===== config.mk =====
export PLATFORM = sky130hd
export DESIGN_NAME = game_state_controller
export DESIGN_NICKNAME = d
export VERILOG_FILES = /design/src/rtl/game_state_controller_pkg.sv /design/src/rtl/game_state_controller_bcd_score_adder.sv /design/src/rtl/game_state_controller.sv
export SDC_FILE = /design/constraint.sdc
export NUM_CORES = 1
export LEC_CHECK = 0
export ABC_AREA = 1
export ABC_CLOCK_PERIOD_IN_PS = 11400
export CAP_MARGIN = 20
export CORE_ASPECT_RATIO = 1.1
export CORE_MARGIN = 2
export CORE_UTILIZATION = 42
export DETAILED_ROUTE_END_ITERATION = 8
export GPL_TIMING_DRIVEN = 0
export SYNTH_ARGS = -nofsm -noshare
export SYNTH_HDL_FRONTEND = slang
export SYNTH_SLANG_ARGS = --single-unit

===== constraint.sdc =====
create_clock -name clk -period 11.4 [get_ports clk]
set_input_delay 2.28 -clock clk [delete_from_list [all_inputs] [get_ports clk]]
set_output_delay 2.28 -clock clk [all_outputs]
set_load 0.02 [all_outputs]

===== src/rtl/game_state_controller_pkg.sv =====
// Shared types and constants for the game sequencer: state encoding, BCD digit
// type, default point values and a one-digit BCD add helper.
package game_pkg;

  typedef enum logic [2:0] {
    IDLE       = 3'd0,
    PLAY       = 3'd1,
    DYING      = 3'd2,
    LEVEL_DONE = 3'd3,
    GAME_OVER  = 3'd4
  } game_state_t;

  typedef logic [3:0] bcd_digit_t;

  localparam logic [15:0] FRUIT_POINTS_DEF = 16'h0010;
  localparam logic [15:0] GOAL_POINTS_DEF  = 16'h0100;
  localparam logic [15:0] SCORE_MAX        = 16'h9999;
  localparam logic [2:0]  LIVES_MAX        = 3'd7;
  localparam int unsigned TIMER_W          = 16;

  // Returns {carry_out, digit}; inputs are assumed to be valid BCD digits.
  function automatic logic [4:0] bcd_digit_add(input bcd_digit_t a, input bcd_digit_t b,
                                               input logic cin);
    logic [4:0] s;
    s = {1'b0, a} + {1'b0, b} + {4'b0000, cin};
    if (s > 5'd9) begin
      bcd_digit_add = {1'b1, s[3:0] + 4'd6};
    end else begin
      bcd_digit_add = {1'b0, s[3:0]};
    end
  endfunction

endpackage


===== src/rtl/game_state_controller_bcd_score_adder.sv =====
// Combinational 4-digit packed-BCD adder that saturates at 9999 and flags when
// the thousands digit of the result moves past that of the augend.
module bcd_score_adder
  import game_pkg::*;
#(
  parameter bit BONUS_EN = 1'b0
) (
  input  logic [15:0] i_a,
  input  logic [15:0] i_b,
  output logic [15:0] o_sum,
  output logic        o_thou_carry
);

  logic [15:0] w_raw;
  logic [4:0]  w_dsum;
  logic        w_carry;

  // Ripple the per-digit carry from the units digit up to the thousands digit.
  always_comb begin
    w_raw   = 16'h0000;
    w_dsum  = 5'd0;
    w_carry = 1'b0;
    for (int d = 0; d < 4; d++) begin
      w_dsum          = bcd_digit_add(i_a[4*d +: 4], i_b[4*d +: 4], w_carry);
      w_raw[4*d +: 4] = w_dsum[3:0];
      w_carry         = w_dsum[4];
    end
  end

  assign o_sum        = w_carry ? SCORE_MAX : w_raw;
  assign o_thou_carry = BONUS_EN && (o_sum[15:12] > i_a[15:12]);

endmodule


===== src/rtl/game_state_controller.sv =====
// Game phase sequencer: lives, BCD score, level, freeze and respawn control.
// Optional bonus life on each new thousands digit: define GAME_BONUS_LIFE_EN.
module game_state_controller
  import game_pkg::*;
#(
  parameter int unsigned LIVES_INIT   = 3,
  parameter logic [15:0] FRUIT_POINTS = FRUIT_POINTS_DEF,
  parameter logic [15:0] GOAL_POINTS  = GOAL_POINTS_DEF,
  parameter int unsigned DIE_FRAMES   = 60,
  parameter int unsigned WIN_FRAMES   = 90,
  parameter int unsigned MAX_LEVEL    = 9
) (
  input  logic        clk,
  input  logic        resetN,
  input  logic        startOfFrame,
  input  logic        startKey,
  input  logic        fruitHit,
  input  logic        barrelHit,
  input  logic        goalHit,
  output game_state_t gameState,
  output logic        freeze,
  output logic        respawnPulse,
  output logic [2:0]  lives,
  output logic [15:0] score,
  output logic [3:0]  level
);

`ifdef GAME_BONUS_LIFE_EN
  localparam bit BONUS_EN = 1'b1;
`else
  localparam bit BONUS_EN = 1'b0;
`endif

  localparam logic [2:0]         LIVES_INIT_V = LIVES_INIT[2:0];
  localparam logic [TIMER_W-1:0] DIE_V        = DIE_FRAMES[TIMER_W-1:0];
  localparam logic [TIMER_W-1:0] WIN_V        = WIN_FRAMES[TIMER_W-1:0];
  localparam logic [3:0]         MAX_LEVEL_V  = MAX_LEVEL[3:0];

  game_state_t        r_state, w_next_state;
  logic [TIMER_W-1:0] r_timer, w_timer_nxt;
  logic [2:0]         r_lives, w_lives_nxt;
  logic [15:0]        r_score, w_score_nxt;
  logic [3:0]         r_level, w_level_nxt;
  logic               r_respawn, w_respawn_nxt;
  logic               r_freeze;

  logic [15:0] w_fruit_add, w_goal_add, w_score_f, w_score_fg;
  logic        w_thou_f, w_thou_g, w_bonus, w_timer_exp, w_goal_taken;

  // A barrel hit in the same clock cancels the goal, including its points.
  assign w_goal_taken = goalHit && !barrelHit;
  assign w_fruit_add  = fruitHit ? FRUIT_POINTS : 16'h0000;
  assign w_goal_add   = w_goal_taken ? GOAL_POINTS : 16'h0000;
  assign w_bonus      = w_thou_f || w_thou_g;
  assign w_timer_exp  = startOfFrame && (r_timer == {{(TIMER_W-1){1'b0}}, 1'b1});

  bcd_score_adder #(.BONUS_EN(BONUS_EN)) u_add_fruit (
    .i_a          (r_score),
    .i_b          (w_fruit_add),
    .o_sum        (w_score_f),
    .o_thou_carry (w_thou_f)
  );

  bcd_score_adder #(.BONUS_EN(BONUS_EN)) u_add_goal (
    .i_a          (w_score_f),
    .i_b          (w_goal_add),
    .o_sum        (w_score_fg),
    .o_thou_carry (w_thou_g)
  );

  always_ff @(posedge clk or negedge resetN) begin
    if (!resetN) begin
      r_state <= IDLE;
    end else begin
      r_state <= w_next_state;
    end
  end

  always_comb begin
    w_next_state = r_state;
    case (r_state)
      IDLE, GAME_OVER: w_next_state = startKey ? PLAY : r_state;
      PLAY: begin
        if (barrelHit) begin
          w_next_state = DYING;
        end else if (goalHit) begin
          w_next_state = LEVEL_DONE;
        end else begin
          w_next_state = PLAY;
        end
      end
      DYING: begin
        if (w_timer_exp) begin
          w_next_state = (r_lives == 3'd0) ? GAME_OVER : PLAY;
        end else begin
          w_next_state = DYING;
        end
      end
      LEVEL_DONE: w_next_state = w_timer_exp ? PLAY : LEVEL_DONE;
      default:    w_next_state = IDLE;
    endcase
  end

  always_comb begin
    w_timer_nxt   = r_timer;
    w_lives_nxt   = r_lives;
    w_score_nxt   = r_score;
    w_level_nxt   = r_level;
    w_respawn_nxt = 1'b0;
    case (r_state)
      IDLE, GAME_OVER: begin
        if (startKey) begin
          w_lives_nxt   = LIVES_INIT_V;
          w_score_nxt   = 16'h0000;
          w_level_nxt   = 4'd1;
          w_respawn_nxt = 1'b1;
        end else begin
          w_respawn_nxt = 1'b0;
        end
      end
      PLAY: begin
        w_score_nxt = w_score_fg;
        if (barrelHit) begin
          // A bonus life earned on the same clock offsets the lost one.
          w_timer_nxt = DIE_V;
          w_lives_nxt = (w_bonus || r_lives == 3'd0) ? r_lives : r_lives - 3'd1;
        end else begin
          w_lives_nxt = (w_bonus && r_lives != LIVES_MAX) ? r_lives + 3'd1 : r_lives;
          w_timer_nxt = goalHit ? WIN_V : r_timer;
        end
      end
      DYING: begin
        if (w_timer_exp) begin
          w_timer_nxt   = {TIMER_W{1'b0}};
          w_respawn_nxt = (r_lives != 3'd0);
        end else if (startOfFrame) begin
          w_timer_nxt = r_timer - {{(TIMER_W-1){1'b0}}, 1'b1};
        end else begin
          w_timer_nxt = r_timer;
        end
      end
      LEVEL_DONE: begin
        if (w_timer_exp) begin
          w_timer_nxt   = {TIMER_W{1'b0}};
          w_level_nxt   = (r_level < MAX_LEVEL_V) ? r_level + 4'd1 : MAX_LEVEL_V;
          w_respawn_nxt = 1'b1;
        end else if (startOfFrame) begin
          w_timer_nxt = r_timer - {{(TIMER_W-1){1'b0}}, 1'b1};
        end else begin
          w_timer_nxt = r_timer;
        end
      end
      default: begin
        w_timer_nxt = {TIMER_W{1'b0}};
      end
    endcase
  end

  // Game registers; freeze tracks the state being entered so it aligns with gameState.
  always_ff @(posedge clk or negedge resetN) begin
    if (!resetN) begin
      r_timer   <= {TIMER_W{1'b0}};
      r_lives   <= LIVES_INIT_V;
      r_score   <= 16'h0000;
      r_level   <= 4'd1;
      r_respawn <= 1'b0;
      r_freeze  <= 1'b1;
    end else begin
      r_timer   <= w_timer_nxt;
      r_lives   <= w_lives_nxt;
      r_score   <= w_score_nxt;
      r_level   <= w_level_nxt;
      r_respawn <= w_respawn_nxt;
      r_freeze  <= (w_next_state != PLAY);
    end
  end

  assign gameState    = r_state;
  assign freeze       = r_freeze;
  assign respawnPulse = r_respawn;
  assign lives        = r_lives;
  assign score        = r_score;
  assign level        = r_level;

endmodule


== Word level (Yosys, flattened, before mapping) ==
Index checks and enable logic that the tools add are counted.
Operators by class
  $add $sub $neg: 25
  order comparisons: 9
  eq/ne operators: 12
  multiplexer cells: 38
  bitwise gates (word level): 1
  reductions and logical operators: 14
Operator list (count)
  $mux W16: 7
  $pmux W16 S3: 1
  $mux W5: 9
  $gt A5 B4 Y1 const B: 8
  $add A4 B3 Y4 const B: 8
  $pmux W16 S2: 1
  $add A5 B1 Y5: 6
  $mux W3: 6
  $eq A16 B1 Y1 const B: 1
  $sub A16 B1 Y16 const B: 1
  $add A4 B1 Y5 const B: 3
  $add A4 B4 Y5: 3
  $mux W4: 3
  $pmux W3 S4: 1
  $add A4 B1 Y5: 2
  $mux W9: 1
  $ne A2 B2 Y1 const B: 4
  $pmux W4 S2: 1
  $eq A3 B2 Y1 const B: 2
  $logic_not A3 Y1: 2
  $mux W2: 3
  $ne A3 B1 Y1 const B: 2
  $pmux W3 S2: 1
  $reduce_and A3 Y1: 2
  16 further kinds: 21
Word-level totals
  flip-flop bits (word level): 44
  input bits: 7
  output and inout bits: 28

== Depth between registers and ports, before layout ==
  depth after elaboration: 28
  gate-level depth with buffers: 57
  mapped depth without buffers: 56

== Hierarchy ==
Synthesis repeated with hierarchy kept, for this count alone.
Unflattened totals
  cell total of the unflattened synthesis: 619
  area total of the unflattened synthesis: 4396.7 sq um
Modules (own cells, without submodules)
  game_state_controller: instances 1, cells an instance 321, area each 2517.4 sq um, seq. area each 1106.1 sq um
  bcd_score_adder: instances 2, cells an instance 149, area each 939.7 sq um, seq. area each 0.0 sq um

== Worst setup path before layout ==
OpenSTA, ideal clock, no wires.
  path kind: input to register
  start point: input port fruitHit
  end point: register r_score[13], in the netlist score[13]
  library setup time: 0.121 ns
  data arrival time: 9.025 ns
  required time: 11.279 ns
  path slack: 2.254 ns
  stages on the path: 49
  buffers on the path: 1
  path through: inv_1 > fa_1 > inv_1 > ha_1 > inv_1 > nand2_2 > nand2_2 > nand2_1 > ha_1 > ha_1 > inv_1 > nand3_1 > nand2_2 > nand2_2 > ha_1 > ha_1 > xnor2_1 > nand2_1 > [... 13 more ...] > nand3_2 > nand2_2 > fa_1 > ha_1 > inv_1 > nand2_1 > and2_1 > ha_1 > inv_1 > nand4_2 > nand2_2 > ha_1 > ha_1 > xnor2_1 > o21ai_2 > nand2_1 > clkinv_2 > a22o_1
Between the ends
  word-level cells in the longest chain between the ends: 26
  elaborated cells on any way between the ends: 33
  those cells by class: add/sub (15); order compare (7); mux (11)
RTL lines
  from (decl): line game_state_controller.sv:17  | input logic fruitHit,
  $mux W5 *: line game_state_controller.sv:52  | assign w_fruit_add = fruitHit ? FRUIT_POINTS : 16'h0000;
  $add A4 B1 Y5 *: line game_state_controller_pkg.sv:25  | s = {1'b0, a} + {1'b0, b} + {4'b0000, cin};
  $add A5 B1 Y5 *: line game_state_controller_pkg.sv:25
  $gt A5 B4 Y1: line game_state_controller_pkg.sv:26  | if (s > 5'd9) begin
  $mux W5 *: line game_state_controller_pkg.sv:26
  $add A5 B1 Y5: line game_state_controller_pkg.sv:25
  $gt A5 B4 Y1: line game_state_controller_pkg.sv:26
  $mux W5: line game_state_controller_pkg.sv:26
  [... 10 more ...]
  $add A5 B1 Y5: line game_state_controller_pkg.sv:25
  $gt A5 B4 Y1: line game_state_controller_pkg.sv:26
  $mux W5: line game_state_controller_pkg.sv:26
  $add A5 B1 Y5 *: line game_state_controller_pkg.sv:25
  $add A4 B3 Y4 / $gt A5 B4 Y1 (equally long branches): line game_state_controller_pkg.sv:27, game_state_controller_pkg.sv:26
  $mux W5 *: line game_state_controller_pkg.sv:26
  $mux W16 *: line game_state_controller_bcd_score_adder.sv:30  | assign o_sum = w_carry ? SCORE_MAX : w_raw;
  $pmux W16 S2 *: line game_state_controller.sv:110  | case (r_state)
  to (signal assigned): line game_state_controller.sv:171  | r_score <= w_score_nxt;
  to (decl): line game_state_controller.sv:42  | logic [15:0] r_score, w_score_nxt;
Mark *: on every way between the ends. The rest lies on a longest branch, timed or not.
A chain may end at the register's enable or synchronous reset.

== Worst setup path in the final report ==
  start point: input port fruitHit
  end point: register r_score[2], in the netlist score[2]
Between the ends
  word-level cells in the longest chain between the ends: 26
  elaborated cells on any way between the ends: 33
  those cells by class: add/sub (15); order compare (7); mux (11)
RTL lines (line)
  $mux W5 *: game_state_controller.sv:52
  $add A4 B1 Y5 *: game_state_controller_pkg.sv:25
  $add A5 B1 Y5 *: game_state_controller_pkg.sv:25
  $gt A5 B4 Y1: game_state_controller_pkg.sv:26
  $mux W5 *: game_state_controller_pkg.sv:26
  $add A5 B1 Y5: game_state_controller_pkg.sv:25
  $gt A5 B4 Y1: game_state_controller_pkg.sv:26
  $mux W5: game_state_controller_pkg.sv:26
  [... 10 more ...]
  $add A5 B1 Y5: game_state_controller_pkg.sv:25
  $gt A5 B4 Y1: game_state_controller_pkg.sv:26
  $mux W5: game_state_controller_pkg.sv:26
  $add A5 B1 Y5: game_state_controller_pkg.sv:25
  $gt A5 B4 Y1: game_state_controller_pkg.sv:26
  $mux W5: game_state_controller_pkg.sv:26
  $mux W16 *: game_state_controller_bcd_score_adder.sv:30
  $pmux W16 S2 *: game_state_controller.sv:110
Marked as above.

==> flow_metrics.tcl <==
set metrics [dict create \
    cellPowerDensity_nw_per_um2 180.7 \
    syn_area_per_cell_sq_um 7.816 \
    dp_hpwl_mm 5.375 \
    max_slew_margin 0.6885 \
    grt_antenna_before_repair 0 \
    cp_common_cell "ha_1" \
    drive_above_1_share 0.1217 \
    ys_types 44 \
    clkTransAtPathRegs_ps 80 \
    end_kind "flip-flop" \
    grt_use_met3 0.02338 \
    drc 0 \
    gr-total-overflow 0 \
    dp_worst_setup_slack_ps 873.5 \
    post_cts_resized 0 \
    grt.met1_usage 0.2176 \
    synth_fp_nets 444 \
    num-fill-cells 769 \
    grt_pass1_wl_mm 11.76 \
    synth_flop_cell "dfrtp_1" \
    finalCriticalPeriod_ps 10180 \
    slew_viol_final 0 \
    wl_mm 6.688 \
    max-vdd-ir-drop_mv 0.1159 \
    tns_ps 0 \
    vias 2716 \
    grtUsageTotal 0.1740 \
    cts_setup_buffers 0 \
    coreArea_sq_um 7432 \
    worst_slack_ps 1218 \
    antenna_cells 0 \
    max_freq_mhz 98.21 \
    cp-start-kind "input port" \
    wl_per_cell_um 12.41 \
    max_stage_delay_ps 470 \
    hold_viol 0 \
    fin_crit_sh 0.8932 \
    rows 33 \
    numCtsBuffers 5 \
    synth.top_cell.area_share 0.3131 \
    drv_cap 0 \
    critPathKind "input port to flip-flop" \
    ys_ff_latch 44 \
    critPathRequiredTime_ps 11560 \
    holdWs_ps 495.6 \
    syn_inst 409 \
    insertion_delay_ps 290 \
    cts_hold_buf 0 \
    yosysWarnings 0 \
    initial_core_util 0.4301 \
    die_x_um 87.19 \
    tightest_slew_ps 465.7 \
    die_h_um 95.50 \
    root_buffer "clkbuf_8" \
    final_antenna_net_count 0 \
    finalNetCount 486 \
    cp.arrival_ps 10350 \
    dieArea_sq_um 8326 \
    gp_congestion 0.8366 \
    grt_max_degree 33 \
    synth.cell_area_sq_um 3197 \
    top_usage_layer "met2" \
    finClkSkew_ps 1.939 \
    h-tree-depth 2 \
    cts_buffer_depth 2 \
    slowest_stage "fa_1" \
    ioPinCount 35 \
    cts_tree "done" \
    cts_sinks 44 \
    drtIter0Drc 61 \
    cp_max_fo 10 \
    via_per_inst 5.039 \
    synth_edf_count 0 \
    first_pass_iters 4 \
    hold_path.class "flip-flop to flip-flop" \
    area_delta_synth_final_pct 17.34 \
    final-setup-viol-count 0 \
    async_flop_share 1.000 \
    status "finished clean" \
    final_util 0.5047 \
    first_global_vias 2728 \
    rsz0062_at_grt "no" \
    io_buffers 34 \
    p_leak_uw 0.001899 \
    met2_usage 0.3187 \
    ys_seq_area_frac 0.3460 \
    synth_top_area_cell "dfrtp_1" \
    synth_area_leaders "dfrtp_1 31%, nand2_1 11%, ha_1 10%" \
]
[metal layers]
layer	share of wire	vias up
met5	0	-
met4	0.0079	0
met3	0.020	6
met2	0.51	26
met1	0.46	1269
li1	-	1415
[sequential cells by signal (all words and copies together) (netlist names)]
| register | flops |
|---|---|
| score | 16 |
| r_timer | 16 |
| level | 4 |
| freeze | 1 |
| respawnPulse | 1 |
| lives | 3 |
| gameState | 3 |
[cells in the mapped netlist, types with 6 or more instances]
cell type,n
ha_1,26
nand2_2,12
nand4_1,8
nand2_1,91
a21oi_1,10
dfrtp_1,40
inv_1,58
nand3_1,30
xor2_1,10
nor2_1,35
o21ai_0,16
xnor2_1,6
[where the power goes]
group	total [uW]	switching (uW)	internal [uW]
sequential	253	47.6	205
clock	99.6	50.2	49.5
combinational	325	194	131
total	678	292	386
[layout by cell type, fill, tap and decap left out, drive strengths merged]
master | Yosys | layout
a21oi | 10 | 10
a22o | 2 | 2
a22oi | 1 | 1
a31o | 1 | 1
a31oi | 2 | 2
a32oi | 1 | 1
and2 | 3 | 3
and3 | 2 | 2
buf | 2 | 4
clkbuf | 0 | 8
clkdlybuf4s50 | 0 | 33
clkinv | 1 | 1
dfrtp | 40 | 40
dfstp | 4 | 4
fa | 2 | 2
ha | 26 | 26
inv | 61 | 61
nand2 | 103 | 103
nand3 | 34 | 34
nand4 | 9 | 9
nor2 | 39 | 39
nor3 | 8 | 8
nor3b | 2 | 2
nor4 | 4 | 4
o211ai | 1 | 1
o21ai | 23 | 23
o21bai | 1 | 1
o221ai | 1 | 1
o22ai | 5 | 5
o311ai | 1 | 1
or2 | 2 | 2
xnor2 | 8 | 8
xor2 | 10 | 10
[cells by family after synthesis]
group           Yosys count  share of synthesized area
buf+inv                  64                    0.07827
compound gates           49                    0.09707
simple gates            206                     0.3104
fa+ha+maj                28                     0.1143
xor+xnor                 18                    0.05401
flops                    44                     0.3460
[worst paths after layout]
kind                                from           end  slack (ps)  depth (start not counted)
worst max-delay path            fruitHit      score[2]        1220                         51
worst min-delay path            lives[0]      lives[0]         500                          2
worst max register to register  score[1]      score[2]        2620                         55
worst min register to register  lives[0]      lives[0]         500                          2
max in group asynchronous         resetN        freeze        9000                          2
min in group asynchronous         resetN  respawnPulse        1870                          1
[worst max-delay path, delay by kind of cell]
kind	cells	cell delay [ps]
fa+ha+maj	15	3680
simple gates	18	1910
buf+inv	12	1560
compound gates	4	580
xor+xnor	2	320
[through the flow]
stage | total power (uW) | area [sq um] | std cells
global route | 743.2 | 3751 | 539
CTS | 689.0 | 3751 | 539
global placement | 577.1 | 3646 | 530
detailed placement | 585.0 | 3661 | 531
finish | 677.8 | 3751 | 539
floorplan | 478.1 | 3197 | 409
[layout make-up]
cell class,instances,area [sq um],share of cell area
multi-input combinational,301,1841,0.4907
sequential,44,1106,0.2949
clock buffer,8,90.09,0.02402
inverter,62,234.0,0.06237
timing repair buffer,35,355.3,0.09473
tap,87,108.9,0.02902
buffer,2,16.27,0.004336
Power figures use the tool's default switching activity.
